**src/rtl/matmul_pkg.sv**
```systemverilog
// matmul_pkg: shared constants and the reader state type for the matmul
// result-drain path.
//   DWIDTH     - result word width, matches the matmul BRAM data width
//   AWIDTH     - result BRAM address width (1024-word RAM)
//   rd_state_t - reader control states
package matmul_pkg;

  localparam int DWIDTH = 16;
  localparam int AWIDTH = 10;

  typedef enum logic [1:0] {
    IDLE   = 2'd0,
    READ   = 2'd1,
    DRAIN  = 2'd2,
    FINISH = 2'd3
  } rd_state_t;

endpackage

```
**src/rtl/matmul_rd_fifo.sv**
```systemverilog
// matmul_rd_fifo: small circular FIFO buffering BRAM read data ahead of the
// registered stream stage.
//   i_clk, i_reset  - clock, synchronous active-high reset
//   i_push, i_data  - write strobe and data
//   i_pop           - remove the head entry
//   o_data          - head entry (valid while o_empty = 0)
//   o_count         - current occupancy, used by the reader for credits
//   o_full, o_empty - occupancy flags
module matmul_rd_fifo #(
  parameter int  DWIDTH     = 16,
  parameter int  FIFO_DEPTH = 4,
  localparam int CW         = $clog2(FIFO_DEPTH + 1),
  localparam int PW         = $clog2(FIFO_DEPTH)
) (
  input  logic              i_clk,
  input  logic              i_reset,
  input  logic              i_push,
  input  logic [DWIDTH-1:0] i_data,
  input  logic              i_pop,
  output logic [DWIDTH-1:0] o_data,
  output logic [CW-1:0]     o_count,
  output logic              o_full,
  output logic              o_empty
);

  logic [DWIDTH-1:0] r_mem [FIFO_DEPTH];
  logic [PW-1:0]     r_wr_ptr;
  logic [PW-1:0]     r_rd_ptr;
  logic [CW-1:0]     r_count;
  logic              w_push_ok;
  logic              w_pop_ok;

  // Depth need not be a power of two, so pointers wrap explicitly.
  function automatic logic [PW-1:0] ptr_inc(input logic [PW-1:0] p);
    logic [PW-1:0] v;
    if (p == PW'(FIFO_DEPTH - 1)) begin
      v = '0;
    end else begin
      v = p + PW'(1);
    end
    return v;
  endfunction

  assign o_full    = (r_count == CW'(FIFO_DEPTH));
  assign o_empty   = (r_count == '0);
  assign w_pop_ok  = i_pop && !o_empty;
  // A push into a full FIFO is only accepted when the head leaves the same cycle.
  assign w_push_ok = i_push && (!o_full || w_pop_ok);
  assign o_data    = r_mem[r_rd_ptr];
  assign o_count   = r_count;

  // Storage write; entries need no reset because the count gates visibility
  always_ff @(posedge i_clk) begin
    if (w_push_ok) begin
      r_mem[r_wr_ptr] <= i_data;
    end
  end

  // Pointer and occupancy bookkeeping; push+pop together keeps the count
  always_ff @(posedge i_clk) begin
    if (i_reset) begin
      r_wr_ptr <= '0;
      r_rd_ptr <= '0;
      r_count  <= '0;
    end else begin
      if (w_push_ok) begin
        r_wr_ptr <= ptr_inc(r_wr_ptr);
      end
      if (w_pop_ok) begin
        r_rd_ptr <= ptr_inc(r_rd_ptr);
      end
      case ({w_push_ok, w_pop_ok})
        2'b10:   r_count <= r_count + CW'(1);
        2'b01:   r_count <= r_count - CW'(1);
        default: r_count <= r_count;
      endcase
    end
  end

endmodule

```
**src/rtl/matmul_result_reader.sv**
```systemverilog
// matmul_result_reader: drains num_words results from the matmul result BRAM,
// starting at base_addr (wrapping at the top of the RAM), into a
// valid/ready stream with a final-beat marker.
//   clk, reset            - clock, synchronous active-high reset
//   start                 - drain request, only honoured while idle
//   base_addr, num_words  - drain window, captured when start is accepted
//   bram_en, bram_addr    - BRAM read port (1-cycle read latency)
//   bram_rdata            - BRAM read data
//   out_data, out_valid,
//   out_ready, out_last   - result stream
//   busy, done            - activity flag and one-cycle completion pulse
module matmul_result_reader #(
  parameter int DWIDTH     = matmul_pkg::DWIDTH,
  parameter int AWIDTH     = matmul_pkg::AWIDTH,
  parameter int FIFO_DEPTH = 4
) (
  input  logic              clk,
  input  logic              reset,
  input  logic              start,
  input  logic [AWIDTH-1:0] base_addr,
  input  logic [AWIDTH:0]   num_words,
  output logic              bram_en,
  output logic [AWIDTH-1:0] bram_addr,
  input  logic [DWIDTH-1:0] bram_rdata,
  output logic [DWIDTH-1:0] out_data,
  output logic              out_valid,
  input  logic              out_ready,
  output logic              out_last,
  output logic              busy,
  output logic              done
);

  import matmul_pkg::*;

  localparam int           CW  = $clog2(FIFO_DEPTH + 1);
  localparam logic [AWIDTH:0] ONE = (AWIDTH + 1)'(1);

  rd_state_t         r_state;
  rd_state_t         w_next_state;
  logic [AWIDTH-1:0] r_base;
  logic [AWIDTH:0]   r_num;
  logic [AWIDTH:0]   r_issued;
  logic [AWIDTH:0]   r_beat;
  logic              r_inflight;
  logic              r_busy;
  logic              r_done;
  logic              r_out_valid;
  logic [DWIDTH-1:0] r_out_data;
  logic              r_out_last;

  logic [DWIDTH-1:0] w_fifo_data;
  logic [CW-1:0]     w_fifo_count;
  logic              w_fifo_full;
  logic              w_fifo_empty;
  logic              w_accept;
  logic              w_credit;
  logic              w_issue;
  logic              w_pop;
  logic              w_xfer;

  matmul_rd_fifo #(
    .DWIDTH     (DWIDTH),
    .FIFO_DEPTH (FIFO_DEPTH)
  ) u_fifo (
    .i_clk   (clk),
    .i_reset (reset),
    .i_push  (r_inflight),
    .i_data  (bram_rdata),
    .i_pop   (w_pop),
    .o_data  (w_fifo_data),
    .o_count (w_fifo_count),
    .o_full  (w_fifo_full),
    .o_empty (w_fifo_empty)
  );

  assign w_accept = (r_state == IDLE) && start;
  // A read is only issued when its data is guaranteed a FIFO slot: the
  // read launched last cycle has not landed yet, so it holds a credit too.
  assign w_credit = (int'(w_fifo_count) + int'(r_inflight)) < FIFO_DEPTH;
  assign w_issue  = (r_state == READ) && w_credit && !w_fifo_full && (r_issued < r_num);
  assign w_xfer   = r_out_valid && out_ready;
  // Refill the output register whenever it is empty or being consumed.
  assign w_pop    = !w_fifo_empty && (!r_out_valid || out_ready);

  assign bram_en   = w_issue;
  assign bram_addr = r_base + r_issued[AWIDTH-1:0];
  assign out_data  = r_out_data;
  assign out_valid = r_out_valid;
  assign out_last  = r_out_last;
  assign busy      = r_busy;
  assign done      = r_done;

  // Next-state decode for the drain sequence
  always_comb begin
    w_next_state = r_state;
    case (r_state)
      IDLE: begin
        if (start) begin
          if (num_words != '0) begin
            w_next_state = READ;
          end else begin
            w_next_state = FINISH;
          end
        end else begin
          w_next_state = IDLE;
        end
      end
      READ: begin
        if (w_issue && ((r_issued + ONE) == r_num)) begin
          w_next_state = DRAIN;
        end else begin
          w_next_state = READ;
        end
      end
      DRAIN: begin
        if (w_xfer && r_out_last) begin
          w_next_state = FINISH;
        end else begin
          w_next_state = DRAIN;
        end
      end
      FINISH:  w_next_state = IDLE;
      default: w_next_state = IDLE;
    endcase
  end

  // Control state, captured request, counters and status flags
  always_ff @(posedge clk) begin
    if (reset) begin
      r_state    <= IDLE;
      r_base     <= '0;
      r_num      <= '0;
      r_issued   <= '0;
      r_beat     <= '0;
      r_inflight <= 1'b0;
      r_busy     <= 1'b0;
      r_done     <= 1'b0;
    end else begin
      r_state    <= w_next_state;
      r_busy     <= (w_next_state != IDLE);
      r_done     <= (w_next_state == FINISH);
      r_inflight <= w_issue;
      if (w_accept) begin
        r_base   <= base_addr;
        r_num    <= num_words;
        r_issued <= '0;
        r_beat   <= '0;
      end else begin
        if (w_issue) begin
          r_issued <= r_issued + ONE;
        end
        if (w_pop) begin
          r_beat <= r_beat + ONE;
        end
      end
    end
  end

  // Registered stream stage; holds its contents while stalled
  always_ff @(posedge clk) begin
    if (reset) begin
      r_out_valid <= 1'b0;
      r_out_data  <= '0;
      r_out_last  <= 1'b0;
    end else if (w_pop) begin
      r_out_valid <= 1'b1;
      r_out_data  <= w_fifo_data;
      r_out_last  <= (r_beat == (r_num - ONE));
    end else if (w_xfer) begin
      r_out_valid <= 1'b0;
      r_out_last  <= 1'b0;
    end
  end

endmodule

```
**config.mk**
```make
export PLATFORM = sky130hd
export DESIGN_NAME = matmul_result_reader
export DESIGN_NICKNAME = d
export VERILOG_FILES = /design/src/rtl/matmul_pkg.sv /design/src/rtl/matmul_rd_fifo.sv /design/src/rtl/matmul_result_reader.sv
export SDC_FILE = /design/constraint.sdc
export NUM_CORES = 1
export LEC_CHECK = 0
export ABC_AREA = 1
export BUFFER_PORTS_ARGS = -buffer_cell sky130_fd_sc_hd__buf_2
export CORE_MARGIN = 2
export CORE_UTILIZATION = 41
export DETAILED_ROUTE_END_ITERATION = 6
export MAX_ROUTING_LAYER = met4
export SKIP_CTS_REPAIR_TIMING = 1
export SYNTH_ARGS = -nofsm -noshare
export SYNTH_HDL_FRONTEND = slang
export SYNTH_SLANG_ARGS = --single-unit
```
**constraint.sdc**
```tcl
create_clock -name clk -period 4.9 [get_ports clk]
set_clock_uncertainty 0.1 [all_clocks]
set_input_delay 0.98 -clock clk [delete_from_list [all_inputs] [get_ports clk]]
set_output_delay 0.98 -clock clk [all_outputs]
set_load 0.01 [all_outputs]
```
==> out/results.txt <==
The number of nets in the synthesized netlist is 821. For this block, the routed nets add up to 15100 um of wire. The logs give 137 for the number of sinks handled by clock tree synthesis and 2750 um^2 for the combined area of the multi-input logic cells. 72 I/O pins were placed. Synthesis inferred 137 register bits.

The tools report the count of distinct cell types in the synthesized netlist as 37. The leading cell type in the layout, fill and taps excluded is nor2_1. The total of endpoints with negative setup slack in the final report is 0, and the flip-flop and latch area is 3380 um^2. The pin count of the biggest net entering global routing was 37; the portion of the clock cycle consumed by the worst path in the final layout was 73.7%. The iteration count of the initial detailed-routing pass is 5. For the worst ir drop on vdd, the log shows 0.341 mV. The cell area that synthesis handed to floorplanning was 6510 um^2. Max capacitance violation total: 0. Setup repair after global routing left no endpoint under its margin.

At the worst endpoint, the arrival time is 2.53 ns. The run finished with clean final reports. The remaining routing DRC violations is 0. Dividing total power by cell area gives a power density of 468 nW/um^2. The number of port buffers was 71; the final number of max-transition violations was 0. The total overflow reported by the global router was 0. The tools report the cell row count as 46. Normalized max-slew margin: 35.4%. The worst path needs 3.61 ns of the cycle, external delays included. After clock tree synthesis, the clock-pin slew on the worst setup and hold paths is 0.06 ns. Summed over all cells, the static leakage comes to 3.17 nW. In the final design database the tool counted 894 nets. The biggest fanout along the worst timing path is 5, and the total global routing track utilization is 19.1%.

The congestion estimate from routability-driven global placement came to 0.830. The tools report the area of the die as 16900 um^2. The HPWL after detailed placement came out at 10100 um. Sequential elements use 52.0% of the synthesized area.

Most area-hungry cell type in the Yosys netlist: edfxtp_1. From synthesis to final layout, the design area changed by 18.2%. For the antenna diode count, the log shows 0. The layout has 1535 filler cells.

The run gives 0 as the hold violation total from the final report. The chip height is 130 um, and the transition time at the pin with the least slew margin is 0.967 ns. Hold is met by 0.393 ns.

The root buffer selected by CTS was clkbuf_16. In this run the remaining antenna-violating nets after routing total 0. The worst endpoint required time came out at 3.82 ns. The run gives 0 as the warning count from the yosys run. Layout cell share with drive strength beyond 1: 15.3%. The first global-routing pass estimated 23900 um of wire. Standard cell core area: 15700 um^2. Dividing the detail-routed wire length by the instance count gives 14.3 um.

A synthesized cell averages 8.68 um^2. The run gives 0.43 ns as the latest clock arrival within the worst-skew pair. Counting along the longest clock path gives a buffer depth of 2.

For this configuration, the core starts out at a cell density of 41.4%. The timing-limited maximum frequency was 0.277 GHz. The TritonCTS buffer count came out at 17. The area share of the largest cell type after synthesis is 29.5%, and the number of global-route vias before repair is 4818. After routing, the total negative slack on setup checks comes to 0 ns. By startpoint and endpoint, the worst setup path is classified as register to output port. The launching element type of the critical path is a register. TritonCTS built the clock tree. The worst setup path is captured at an output port.

The number of instances in the synthesized netlist came out at 750. Cells fill 49.0% of the core in the end. Classification of the worst-slack hold path: register to register. The width of the chip came out at 130 um.

The H-tree was split into 4 levels. In the layout the commonest cells are nor2_1, nand2_1, o21ai_0. Initial antenna violation count: 0. After detailed routing, the number of vias per cell comes to 4.95.

After the first detailed-routing iteration, the DRC count stood at 384. The tools report the vias after detailed routing as 5210. In the post-synthesis netlist, the biggest area contributors are edfxtp_1, dfxtp_1, nor2_1.
## flip-flops by register name, indices dropped and copies added (netlist names)
name             count
out_data            16
u_fifo.r_rd_ptr      2
busy                 1
r_issued            11
u_fifo.r_mem        64
out_valid            1
r_num               11
u_fifo.o_count       3
out_last             1
r_state              2
done                 1
r_beat              11
u_fifo.r_wr_ptr      2
r_base              10
r_inflight           1
## critical path, cell delays in order, from the launching register on
cell and delay, ns:
dfxtp_1 0.40, ha_1 0.19, inv_1 0.06, fa_1 0.40
o21ai_0 0.30, nand2_1 0.08, nand2_1 0.07, a21oi_1 0.08
nor2_1 0.09, o21ai_0 0.07, nand2_1 0.07, xor2_1 0.14
buf_2 0.15
## logic make-up (layout without fill, tap and decap cells)
| kind of cell | Yosys count | in the layout | synth area share (%) |
|---|---|---|---|
| and+or+nand+nor | 286 | 286 | 18.6 |
| adders and majority gates | 30 | 30 | 5.99 |
| DFF | 137 | 137 | 51.9 |
| xor gates and xnor gates | 23 | 23 | 3.09 |
| buffers and inverters | 98 | 184 | 5.80 |
| muxes | 1 | 1 | 0.154 |
| AOI/OAI and AO/OA | 175 | 175 | 14.4 |
## power breakdown
part	switching, W	internal [W]
registers	0.000112	0.00132
clock network	0.000577	0.000732
logic	0.000557	0.000298
total	0.00125	0.00235
## synth_stat cells
master	number
mux2i_1	1
nor3_1	6
or2_2	1
and3_1	1
nor2_4	4
nand2_4	1
nand2_2	3
nor2_2	1
a41oi_1	2
a21oi_1	48
fa_1	2
nand3_1	37
edfxtp_1	64
o31ai_1	1
nand2_1	94
o21ai_0	92
buf_4	1
buf_1	2
clkinv_1	1
xor2_1	17
or2_1	1
clkbuf_1	18
nor2_1	128
inv_2	3
o21a_1	3
nor4_1	1
inv_1	68
a31oi_1	20
a211oi_1	5
nand3_2	2
dfxtp_1	73
ha_1	28
o21bai_2	1
nand4_1	6
o21ai_1	3
buf_2	5
xnor2_1	6
## per-layer routing
| layer | global-route usage, % | vias to the layer above | wire length, um |
|---|---|---|---|
| met5 | - | - | 0 |
| met4 | 6.01 | 0 | 157 |
| met3 | 4.96 | 14 | 766 |
| met2 | 29.8 | 107 | 7100 |
| met1 | 24.4 | 2394 | 7050 |
| li1 | - | 2695 | - |
## final timing paths
check | endpoint | cells past startpoint | slack (ns) | startpoint
setup / recovery | bram_addr[8] | 12 | 1.29 | r_issued[0]$_SDFFE_PP0P_
hold / removal | r_base[8]$_SDFFE_PP0P_ | 2 | 0.39 | r_base[8]$_SDFFE_PP0P_
setup reg to reg | out_data[9]$_SDFFE_PP0P_ | 4 | 2.50 | u_fifo.r_rd_ptr[1]$_SDFFE_PP0N_
hold reg to reg | r_base[8]$_SDFFE_PP0P_ | 2 | 0.39 | r_base[8]$_SDFFE_PP0P_
## layout make-up
class                   instances  share of cell area, %
clock buffers                  17                   5.53
clock inverters                15                   2.24
inverters                      72                   3.51
multi-input cells             515                   35.8
flip-flops and latches        137                   44.0
well taps                     216                   3.51
repair buffers                 80                   5.50
## per-stage QoR
step           setup slack, ns  total power [W]  cells  cell area (um^2)
3_5_place_dp              1.74          0.00232   1020              7100
2_1_floorplan             1.95          0.00205    750              6510
4_1_cts                   1.27          0.00364   1052              7700
3_3_place_gp              1.76          0.00231   1020              7100
6_report                  1.29          0.00360   1052              7700
5_1_grt                   1.00          0.00381   1052              7700
No activity file was read; power rests on OpenSTA's default activity.
